File: config.mk
export PLATFORM = sky130hd
export DESIGN_NAME = trace_fabric_demux_n
export DESIGN_NICKNAME = d
export VERILOG_FILES = /design/src/rtl/trace_fabric_demux_n.sv
export SDC_FILE = /design/constraint.sdc
export NUM_CORES = 1
export LEC_CHECK = 0
export ABC_AREA = 1
export CAP_MARGIN = 20
export CORE_UTILIZATION = 44
export CTS_CLUSTER_SIZE = 40
export DETAILED_ROUTE_END_ITERATION = 6
export PLACE_DENSITY = 0.79
export REMOVE_ABC_BUFFERS = 1
export SYNTH_ARGS = -nofsm -noshare
export SYNTH_HDL_FRONTEND = slang
export SYNTH_SLANG_ARGS = --single-unit
File: constraint.sdc
create_clock -name clk -period 1.1 [get_ports clk]
set_input_delay 0.22 -clock clk [delete_from_list [all_inputs] [get_ports clk]]
set_output_delay 0.22 -clock clk [all_outputs]
set_load 0.02 [all_outputs]
File: src/rtl/trace_fabric_demux_n.sv
// Avalon-ST channel demultiplexer: 2-entry skid buffer, per-port registered output stage,
// and a saturating counter for beats whose port select names a non-existent port.
module trace_fabric_demux_n #(
   parameter int unsigned NUM_OUTPUTS   = 2,
   parameter int unsigned DATA_WIDTH    = 8,
   parameter int unsigned CHANNEL_WIDTH = 3,
   localparam int unsigned SEL_W        = $clog2(NUM_OUTPUTS),
   localparam int unsigned OCH_W        = CHANNEL_WIDTH - SEL_W
) (
   input  logic                              clk,
   input  logic                              reset_n,
   input  logic                              in_valid,
   output logic                              in_ready,
   input  logic [DATA_WIDTH-1:0]             in_data,
   input  logic [CHANNEL_WIDTH-1:0]          in_channel,
   input  logic                              in_startofpacket,
   input  logic                              in_endofpacket,
   output logic [NUM_OUTPUTS-1:0]            out_valid,
   input  logic [NUM_OUTPUTS-1:0]            out_ready,
   output logic [NUM_OUTPUTS*DATA_WIDTH-1:0] out_data,
   output logic [NUM_OUTPUTS*OCH_W-1:0]      out_channel,
   output logic [NUM_OUTPUTS-1:0]            out_startofpacket,
   output logic [NUM_OUTPUTS-1:0]            out_endofpacket,
   output logic [15:0]                       drop_count,
   input  logic                              drop_clear
);

   localparam int unsigned BEAT_W   = DATA_WIDTH + CHANNEL_WIDTH + 2;
   localparam logic [15:0] DROP_MAX = 16'hFFFF;

   logic [BEAT_W-1:0]               r_main, r_skid, w_main_nx, w_skid_nx, w_in_beat;
   logic                            r_main_valid, r_skid_valid, r_in_ready;
   logic                            w_main_valid_nx, w_skid_valid_nx;
   logic                            w_accept, w_consume, w_drop, w_port_rdy;
   logic [SEL_W-1:0]                w_sel;
   logic [DATA_WIDTH-1:0]           w_main_data;
   logic [OCH_W-1:0]                w_main_och;
   logic                            w_main_sop, w_main_eop;
   logic [NUM_OUTPUTS-1:0]          r_out_valid, r_out_sop, r_out_eop;
   logic [NUM_OUTPUTS*DATA_WIDTH-1:0] r_out_data;
   logic [NUM_OUTPUTS*OCH_W-1:0]    r_out_channel;
   logic [15:0]                     r_drop_count;

   // Beat layout: {sop, eop, channel, data}
   assign w_in_beat   = {in_startofpacket, in_endofpacket, in_channel, in_data};
   assign w_accept    = in_valid && r_in_ready;
   assign w_main_data = r_main[DATA_WIDTH-1:0];
   assign w_main_och  = r_main[DATA_WIDTH +: OCH_W];
   assign w_sel       = r_main[DATA_WIDTH+CHANNEL_WIDTH-1 -: SEL_W];
   assign w_main_eop  = r_main[BEAT_W-2];
   assign w_main_sop  = r_main[BEAT_W-1];
   assign w_drop      = 32'(w_sel) >= NUM_OUTPUTS;

   // Output stage of the selected port can take a beat this cycle
   always_comb begin
      w_port_rdy = 1'b0;
      for (int i = 0; i < NUM_OUTPUTS; i++) begin
         if (w_sel == SEL_W'(i)) w_port_rdy = out_ready[i] || !r_out_valid[i];
      end
   end

   assign w_consume = r_main_valid && (w_drop || w_port_rdy);

   // Skid buffer next state: refill main from skid first, then from the input
   always_comb begin
      w_main_nx       = r_main;
      w_main_valid_nx = r_main_valid;
      w_skid_nx       = r_skid;
      w_skid_valid_nx = r_skid_valid;
      if (!r_main_valid || w_consume) begin
         if (r_skid_valid) begin
            w_main_nx       = r_skid;
            w_main_valid_nx = 1'b1;
            w_skid_valid_nx = 1'b0;
         end else if (w_accept) begin
            w_main_nx       = w_in_beat;
            w_main_valid_nx = 1'b1;
         end else begin
            w_main_valid_nx = 1'b0;
         end
      end else if (w_accept) begin
         w_skid_nx       = w_in_beat;
         w_skid_valid_nx = 1'b1;
      end
   end

   always_ff @(posedge clk or negedge reset_n) begin
      if (!reset_n) begin
         r_main       <= '0;
         r_skid       <= '0;
         r_main_valid <= 1'b0;
         r_skid_valid <= 1'b0;
         r_in_ready   <= 1'b0;
      end else begin
         r_main       <= w_main_nx;
         r_skid       <= w_skid_nx;
         r_main_valid <= w_main_valid_nx;
         r_skid_valid <= w_skid_valid_nx;
         r_in_ready   <= !w_skid_valid_nx;
      end
   end

   // Per-port output registers; a new load wins over a drain
   always_ff @(posedge clk or negedge reset_n) begin
      if (!reset_n) begin
         r_out_valid   <= '0;
         r_out_sop     <= '0;
         r_out_eop     <= '0;
         r_out_data    <= '0;
         r_out_channel <= '0;
      end else begin
         for (int i = 0; i < NUM_OUTPUTS; i++) begin
            if (w_consume && !w_drop && (w_sel == SEL_W'(i))) begin
               r_out_valid[i]                         <= 1'b1;
               r_out_sop[i]                           <= w_main_sop;
               r_out_eop[i]                           <= w_main_eop;
               r_out_data[i*DATA_WIDTH +: DATA_WIDTH] <= w_main_data;
               r_out_channel[i*OCH_W +: OCH_W]        <= w_main_och;
            end else if (out_ready[i]) begin
               r_out_valid[i] <= 1'b0;
            end
         end
      end
   end

   always_ff @(posedge clk or negedge reset_n) begin
      if (!reset_n) begin
         r_drop_count <= '0;
      end else if (drop_clear) begin
         r_drop_count <= (w_consume && w_drop) ? 16'd1 : 16'd0;
      end else if (w_consume && w_drop && (r_drop_count != DROP_MAX)) begin
         r_drop_count <= r_drop_count + 16'd1;
      end
   end

   assign in_ready          = r_in_ready;
   assign out_valid         = r_out_valid;
   assign out_data          = r_out_data;
   assign out_channel       = r_out_channel;
   assign out_startofpacket = r_out_sop;
   assign out_endofpacket   = r_out_eop;
   assign drop_count        = r_drop_count;

endmodule

Word-level counts from Yosys, hierarchy flattened
Index checks and enable logic that the tools add are counted.
{ "totals": {"output_inout_bits": 43, "memories": 0, "romBits": 0, "in_bits": 19, "latch_bits": 0, "word_cells": 44, "mem_bits_rw": 0, "ff_bits": 55} }
{ "classes": {"eq_ne": 0, "multipliers": 0, "n_lt_le_gt_ge": 0, "mux": 11, "reduce_logical": 16, "shift": 0, "add_sub_neg": 0, "bitwise": 2, "div": 0} }
{ "op_table": {"columns": ["operator", "n"], "rows": [
  ["$mux 13", 2],
  ["$mux 1", 9],
  ["$reduce_bool 2->1", 3],
  ["$logic_and 1x1->1", 4],
  ["$logic_not 1->1", 4],
  ["$reduce_and 2->1", 2],
  ["$logic_or 1x1->1", 3],
  ["$not 1->1", 2]
]} }

Longest topological paths before layout
Gate-level depths: netlist (run 1).
{ "depth": {"ltp_word": 7, "mapped_depth": 8} }

Worst setup path before layout (run 1)
OpenSTA, ideal clock, no wires.
{ "synth_timing": {"path_type": "register to register", "from": "register r_in_ready, in the netlist in_ready", "to": "register r_main[10]", "arrival_time_ps": 1100, "synth_period_minus_slack_ps": 1217, "setup_ps": 117, "path_stages_with_launch": 9, "path_slack_ps": -117, "path_cell_list": "dfrtp_1 > nand2_1 > inv_1 > nor2_2 > inv_1 > nand2_2 > buf_6 > nand2_1 > nand2_1"} }
{ "synth_between": {"elab_chain_cells": 3} }
{ "synth_lines": {"columns": ["item", "line_no", "text"], "rows": [
  ["start: declaration", "32", "logic r_main_valid, r_skid_valid, r_in_ready;"],
  ["start signal: assignment", "99", "r_in_ready <= !w_skid_valid_nx;"],
  ["$logic_and 1x1->1", "46", "assign w_accept = in_valid && r_in_ready;"],
  ["$reduce_bool 2->1 (no source line)", null, null],
  ["$reduce_and 2->1 (no source line)", null, null],
  ["end signal: assignment", "95", "r_main <= w_main_nx;"],
  ["end: declaration", "31", "logic [BEAT_W-1:0] r_main, r_skid, w_main_nx, w_skid_nx, w_in_beat;"]
]} }
No other way between the ends.
A chain may end at the register's enable or synchronous reset.

Final worst setup path (run 1)
{ "layout_timing": {"from": "register r_main[10]", "to": "register r_main[2]"} }
{ "layout_between": {"elab_chain_cells": 4} }
{ "layout_lines": {"columns": ["item", "line_no", "text"], "rows": [
  ["$mux 1", "58", "if (w_sel == SEL_W'(i)) w_port_rdy = out_ready[i] || !r_out_valid[i];"],
  ["$logic_and 1x1->1", "62", "assign w_consume = r_main_valid && (w_drop || w_port_rdy);"],
  ["$logic_or 1x1->1", "70", "if (!r_main_valid || w_consume) begin"],
  ["$reduce_and 2->1 (no source line)", null, null]
]} }
No other way between the ends.

==> metrics.md, run 1 <==
| Metric | Value |
|---|---|
| Syn_area_per_cell | `between 8 and 9 µm²` |
| CP Buf/Inv Count | `2` |
| Worst-case clock buffer depth | `2` |
| Grt ovf | `0` |
| Top cells by area, synth | `dfrtp_1 56%, nand2_1 15%, o21ai_0 7.6%, buf_4 5.8%, inv_1 4.8%` |
| Flop-to-flop setup slack | `-0.10 ns` |
| R2r worst-path depth | `7` |
| Clock-pin slew on the worst setup and hold paths | `around 0.1 ns` |
| Crit end category | `register` |
| Final setup TNS | `-3.12 ns` |
| Share of the synthesized area in the top cell type | `about 56%` |
| Seq/Total Area, Yosys | `between 50% and 60%` |
| Global-route usage over all layers | `18.9%` |
| Max-slew violations | `0` |
| I/O Pins | `62` |
| Minimum clock period | `roughly 1.2 ns` |
| Beginning of the critical path | `r_main[10]` |
| CP Launch Type | `register` |
| Non-filler cells, final | `436` |
| Critical path class | `register to register` |
| # clock sinks | `55` |
| Max_cap viols | `0` |
| Pin count of the biggest net entering global routing | `56` |
| Placeable Area | `between 0.005 and 0.006 mm²` |
| Reg area | `~0.0014 mm²` |
| Period utilization | `110%` |
| Final setup violation count | `51` |
| Clk pwr share | `12.5%` |
| Leak | `1.79 nW` |
| Slowest-stage cell, CP | `dfrtp_1` |
| Peak per-stage delay on the critical path | `between 0.4 and 0.5 ns` |
| DR WL/cell | `12.7 µm` |
| Drt total wl | `5.55 mm` |
| Max Fclk | `830 MHz` |
| Port bufs | `44` |
| Num CTS Buffers | `5` |
| Post-route antenna net violation count | `0` |
| CTS tree | `done` |
| Setup slack after layout | `-0.105 ns` |
| Top-count cell post-synth | `nand2_1` |
| #FFs+latches synth | `55` |
| CTS root buf | `clkbuf_8` |
| Die width | `76.6 µm` |
| Fin. Hold Viols | `0` |
| Final Util | `65.9%` |
| Multi-input logic area | `approximately 960 µm²` |
| Starting Density | `46.8%` |
| First-pass GRT wire length | `around 9 mm` |
| Initial antenna violation count | `0` |
| Family with the most delay on the worst path | `flip-flops` |
| H-tree levels | `2` |
| DR vias | `2109` |
| Max IR drop VDD | `0.00166 V` |
| First DRT Iteration DRCs | `121` |
| Ys flop type | `dfrtp_1` |
| Synth Instances | `286` |
| Clk_lat worst skew | `0.31 ns` |
| Pre-CTS setup slack | `-0.379 ns` |
| Seq pwr share | `between 30% and 40%` |
| Most frequent CP cell | `nand3_2` |
| Pwr dens | `2590 mW/mm²` |
| # diodes | `0` |
| Number of global-route vias before repair | `1935` |
| Critical path required time | `1.31 ns` |
| Remaining DRCs | `0` |
| Post-route design area | `0.00345 mm²` |
| HPWL Detailed | `roughly 3.5 mm` |
| Layout fillers | `approximately 420` |
| # nets final | `around 380` |
| Clk_skew | `0.00974 ns` |
| Row cnt | `26` |
| Average vias per placed instance | `4.84` |
| Syn. warnings | `0` |
| Logic pwr share | `48.1%` |
| Placed Cells | `410` |
| Switching part of the total | `39.8%` |
| Crit path DAT | `about 1.4 ns` |
| Crit-path cells | `inv_2, nand3_2, nand2_4, nand2_8, clkbuf_16, nand3_2, nand2_1` |
| Placed Area | `0.00304 mm²` |
| Psw | `3.56 mW` |
| Power, Total | `8.95 mW` |
| Synth cell types | `16` |
| Fraction of registers with async set or reset after synthesis | `100%` |
| Number of synthesized flops with an enable pin | `0` |
| Synth top cells by count | `95 x nand2_1, 55 x dfrtp_1, 37 x o21ai_0, 31 x inv_1, 19 x buf_4` |
| Crit path depth | `7` |
| Hold_ws | `0.407 ns` |
| DIE HEIGHT | `around 77 µm` |
| Share of layout cells above drive strength 1 | `30.9%` |
| Synth-to-layout area growth | `40.9%` |
| Worst r2r dst | `r_main[2]` |
| Violated checks | `negative setup slack` |
| Die area | `0.00587 mm²` |
| Area leader, netlist | `dfrtp_1` |
| Worst Path Max Fanout | `5` |
| RSZ-0062 raised after global routing | `yes` |
| Outcome | `finished with violations` |
| Pint | `5.39 mW` |
| Netlist Area Pre-Place | `0.00245 mm²` |
| Drt pass-1 iters | `4` |
| GP Congestion | `0.818` |
| Min-delay worst type | `input port to async pin` |
| RR Startpoint | `r_main[10]` |
## state kept, by name, indices dropped and copies added, names as in the netlist
register / count
in_ready: 1
r_skid_valid: 1
r_skid: 13
r_main: 13
out_valid: 2
out_startofpacket: 2
r_main_valid: 1
out_data: 16
out_channel: 4
out_endofpacket: 2
## cell usage in the layout (no fill, tap or decap), drive strengths merged
master         synthesis  layout
nand4                 13      13
nor2                   2       2
o21ai                 37      37
nand3                 18      18
clkinv                 0       2
buf                   26      69
dfrtp                 55      55
dlygate4sd3            0       1
clkbuf                 5       8
inv                   31      31
nand2                 98      98
clkdlybuf4s50          0      16
conb                   1      16
## area by class of cell
cell class                 instances  share of cell area [%]
sequential                        55                    39.9
multi-input combinational        184                    27.9
timing repair buffer              88                    23.6
inverter                          31                    3.37
tap                               70                    2.54
clock buffer                       6                    2.10
clock inverter                     2                   0.508
## power by group through the flow
stage	Clock (mW)	Sequential, mW	Combinational [mW]
finish	1.12	3.52	4.31
global route	1.21	3.63	4.75
CTS	1.15	3.41	3.37
detailed placement	0	3.45	3.54
global placement	0	3.42	3.46
floorplan	0	3.93	1.27
## worst register-to-register path: stages (launching register included)
cell and delay, ns:
dfrtp_1 0.44, inv_2 0.09, nand3_2 0.08, nand2_4 0.12
nand2_8 0.09, clkbuf_16 0.17, nand3_2 0.05, nand2_1 0.06
## per-layer routing
layer	up-vias	wire, µm	track usage (%)
li1	1031	-	-
met1	1013	2360	23.2
met2	54	2850	32.6
met3	11	240	3.23
met4	0	99	8.27
met5	-	0	0
## how the worst max path moves through the flow
stage                     slack [ns]   endpoint
after floorplan                -0.42  r_main[0]
after global placement         -0.34  r_main[8]
after detailed placement       -0.38  r_main[9]
after CTS                      -0.08  r_skid[7]
after global routing           -0.18  r_main[1]
final                          -0.10  r_main[2]
## what timing repair did
action	in CTS	in global routing
resized for setup	123	68
hold buffers	1	0
gates cloned	0	2
buffers inserted	4	12
endpoints found under the hold margin	55	0
pin swaps	1	7
endpoints found under the setup margin	54	75
## cells by family after synthesis
group,synth area share [%]
simple gates,22.9
buf+inv,13.1
flops,56.2
compound gates,7.56
other cells,0.153
No activity file was read; power rests on OpenSTA's default activity.
==> inputs of run 2 (changes only) <==
--- a/config.mk
+++ b/config.mk
@@ -7,10 +7,12 @@
 export LEC_CHECK = 0
 export ABC_AREA = 1
 export CAP_MARGIN = 20
-export CORE_UTILIZATION = 44
+export CELL_PAD_IN_SITES_DETAIL_PLACEMENT = 1
+export CELL_PAD_IN_SITES_GLOBAL_PLACEMENT = 2
+export CORE_UTILIZATION = 25
 export CTS_CLUSTER_SIZE = 40
 export DETAILED_ROUTE_END_ITERATION = 6
-export PLACE_DENSITY = 0.79
+export PLACE_DENSITY = 0.77
 export REMOVE_ABC_BUFFERS = 1
 export SYNTH_ARGS = -nofsm -noshare
 export SYNTH_HDL_FRONTEND = slang
==> run 2 against run 1 <==
Net effect:
- the run still ends with negative setup slack left
- cell count increased by 15%
- global-route usage decreased by 5.6 points
- largest power group unchanged
- worst setup slack improved by 0.010 ns
- clock power about the same
- first-iteration DRC count decreased by 47%
==> metrics.md, run 2 (synthesized netlist as in run 1, its figures left out) <==
| Metric | Value |
|---|---|
| Outcome | `finished with violations` |
| Violated checks | `negative setup slack` |
| Grt ovf | `0 (unchanged)` |
| Crit end category | `register` |
| Max_cap viols | `0 (unchanged)` |
| # nets final | `391 (+1.8%)` |
| CTS tree | `done` |
| Period utilization | `109% (-0.93 points)` |
| DR WL/cell | `12.8 µm (+0.25%)` |
| Setup slack after layout | `-0.0947 ns (+0.0102 ns)` |
| Global-route usage over all layers | `13.3% (-5.6 points)` |
| Final setup violation count | `38 (-25%)` |
| Met1 Track Usage GR | `17.3% (-5.9 points)` |
| H-tree levels | `2 (unchanged)` |
| Starting Density | `26.1% (-21 points)` |
| Switching part of the total | `39.8% (about the same)` |
| First-pass GRT wire length | `10.4 mm (+19%)` |
| Drt total wl | `6.41 mm (+15%)` |
| CTS root buf | `clkbuf_8` |
| Top Usage Layer GRT | `met2` |
| Leak | `1.82 nW (+1.7%)` |
| Psw | `3.58 mW (+0.58%)` |
| Clk_skew | `0.00978 ns (+0.0000419 ns)` |
| Clk pwr share | `12.2% (-0.3 points)` |
| Clock-pin slew on the worst setup and hold paths | `0.10 ns (about the same)` |
| Pint | `5.42 mW (+0.52%)` |
| Critical path class | `register to register` |
| Power, Total | `9.00 mW (+0.54%)` |
| Clk_lat worst skew | `0.31 ns (about the same)` |
| Port bufs | `44 (unchanged)` |
| Initial antenna violation count | `0 (unchanged)` |
| Drt pass-1 iters | `4 (unchanged)` |
| Worst-case clock buffer depth | `2 (unchanged)` |
| Pin count of the biggest net entering global routing | `26 (-54%)` |
| Min-delay worst type | `input port to async pin` |
| Met2 Track Usage GR | `22.5% (-10 points)` |
| Most frequent cells in the layout | `84 x nand2_1, 53 x dfrtp_1, 40 x buf_4` |
| Num CTS Buffers | `5 (unchanged)` |
| Fin. Hold Viols | `0 (unchanged)` |
| Minimum clock period | `1.19 ns (-0.0102 ns)` |
| # clock sinks | `55 (unchanged)` |
| DR vias | `2095 (-0.66%)` |
| Max Fclk | `837 MHz (+0.86%)` |
| Logic pwr share | `48.7% (+0.6 points)` |
| Max reg flops | `16 (unchanged)` |
| RSZ-0062 raised after global routing | `yes` |
| Critical path required time | `1.30 ns (about the same)` |
| Number of global-route vias before repair | `2125 (+9.8%)` |
| Placeable Area | `0.00937 mm² (+79%)` |
| Seq pwr share | `39.1% (-0.3 points)` |
| GP Congestion | `0.764 (-6.7%)` |
| Average vias per placed instance | `4.17 (-14%)` |
| # diodes | `0 (unchanged)` |
| Share of layout cells above drive strength 1 | `33.0% (+2.1 points)` |
| Remaining DRCs | `0 (unchanged)` |
| Max IR drop VDD | `0.000689 V (-58%)` |
| Max-slew violations | `0 (unchanged)` |
| Commonest non-fill, non-tap cell in the layout | `nand2_1` |
| Crit path DAT | `1.40 ns (-0.02 ns)` |
| Die area | `0.0102 mm² (+74%)` |
| First DRT Iteration DRCs | `64 (-47%)` |
| DIE HEIGHT | `101 µm (+32%)` |
| Worst Path Max Fanout | `7 (+2)` |
| I/O Pins | `62 (unchanged)` |
| Die width | `101 µm (+32%)` |
| Row cnt | `35 (+35%)` |
| HPWL Detailed | `4.41 mm (+26%)` |
| Pwr dens | `2510 mW/mm² (-3.3%)` |
| GR Layer Usage met3 | `2.36% (-0.88 points)` |
| Final setup TNS | `-2.36 ns (+0.769 ns)` |
| CP Launch Type | `register` |
| Post-route antenna net violation count | `0 (unchanged)` |
| Synth-to-layout area growth | `46.5%` |
run 2: worst paths after layout:
| kind | cells after the start | end | from | slack (ns) |
|---|---|---|---|---|
| worst max-delay path | 7 | r_skid[5] | r_main[10] | -0.09 |
| worst min-delay path | 2 | out_endofpacket[0] | reset_n | 0.34 |
| worst max register to register | 7 | r_skid[5] | r_main[10] | -0.09 |
| worst min register to register | 2 | r_skid[2] | r_skid[2] | 0.48 |
| max in group asynchronous | 3 | r_main[2] | reset_n | 0.31 |
| min in group clk | 2 | r_skid[2] | r_skid[2] | 0.48 |
run 2: area by class of cell:
cell class,instances,area [µm²]
inverters,31,116
well taps,129,161
repair buffers,95,875
multi-input cells,184,975
clock inverters,1,5.00
fillers,1138,5780
flip-flops and latches,55,1380
clock buffers,7,76.3
run 2: per-stage QoR:
step / area, µm² / hold WS, ns / setup WS (ns) / utilization [%] / cells
after floorplan: 2300 / -0.0756 / -0.418 / - / 270
after global placement: 3190 / 0.141 / -0.347 / 34.0 / 475
after detailed placement: 3190 / 0.147 / -0.429 / 34.0 / 475
after CTS: 3290 / 0.343 / -0.0811 / 35.1 / 488
after global routing: 3590 / 0.367 / -0.155 / 38.3 / 502
final: 3590 / 0.343 / -0.0947 / 38.3 / 502
run 2: per-layer routing:
| metal | share of wire (%) | routed length (µm) |
|---|---|---|
| met1 | 46 | 2920 |
| met4 | 1.1 | 68 |
| met5 | 0 | 0 |
| met3 | 2.9 | 189 |
| met2 | 50 | 3230 |
run 2: timing repair:
| action | 4_1_cts | 5_1_grt |
|---|---|---|
| endpoints found under the setup margin | 80 | 81 |
| hold endpoints to repair | 10 | 0 |
| buffers inserted | 3 | 14 |
| cloned | 1 | 0 |
| gates resized for setup | 143 | 63 |
| hold buffers | 1 | 0 |
| pin swaps | 5 | 8 |
run 2: worst max-delay path, cell delays in order, from the launching register on:
cell	delay [ns]
dfrtp_2	0.46
inv_2	0.08
nand3_2	0.08
nand2_4	0.13
nand3_4	0.09
buf_6	0.15
nand2_1	0.06
nand2_1	0.05
run 2: power by group through the flow:
stage          combinational (mW)  sequential (mW)  clock, mW
5_1_grt                      4.84             3.63       1.22
3_3_place_gp                 3.63             3.46          0
3_5_place_dp                 3.75             3.50          0
4_1_cts                      3.63             3.45       1.15
6_report                     4.38             3.52       1.09
2_1_floorplan                1.27             3.93          0
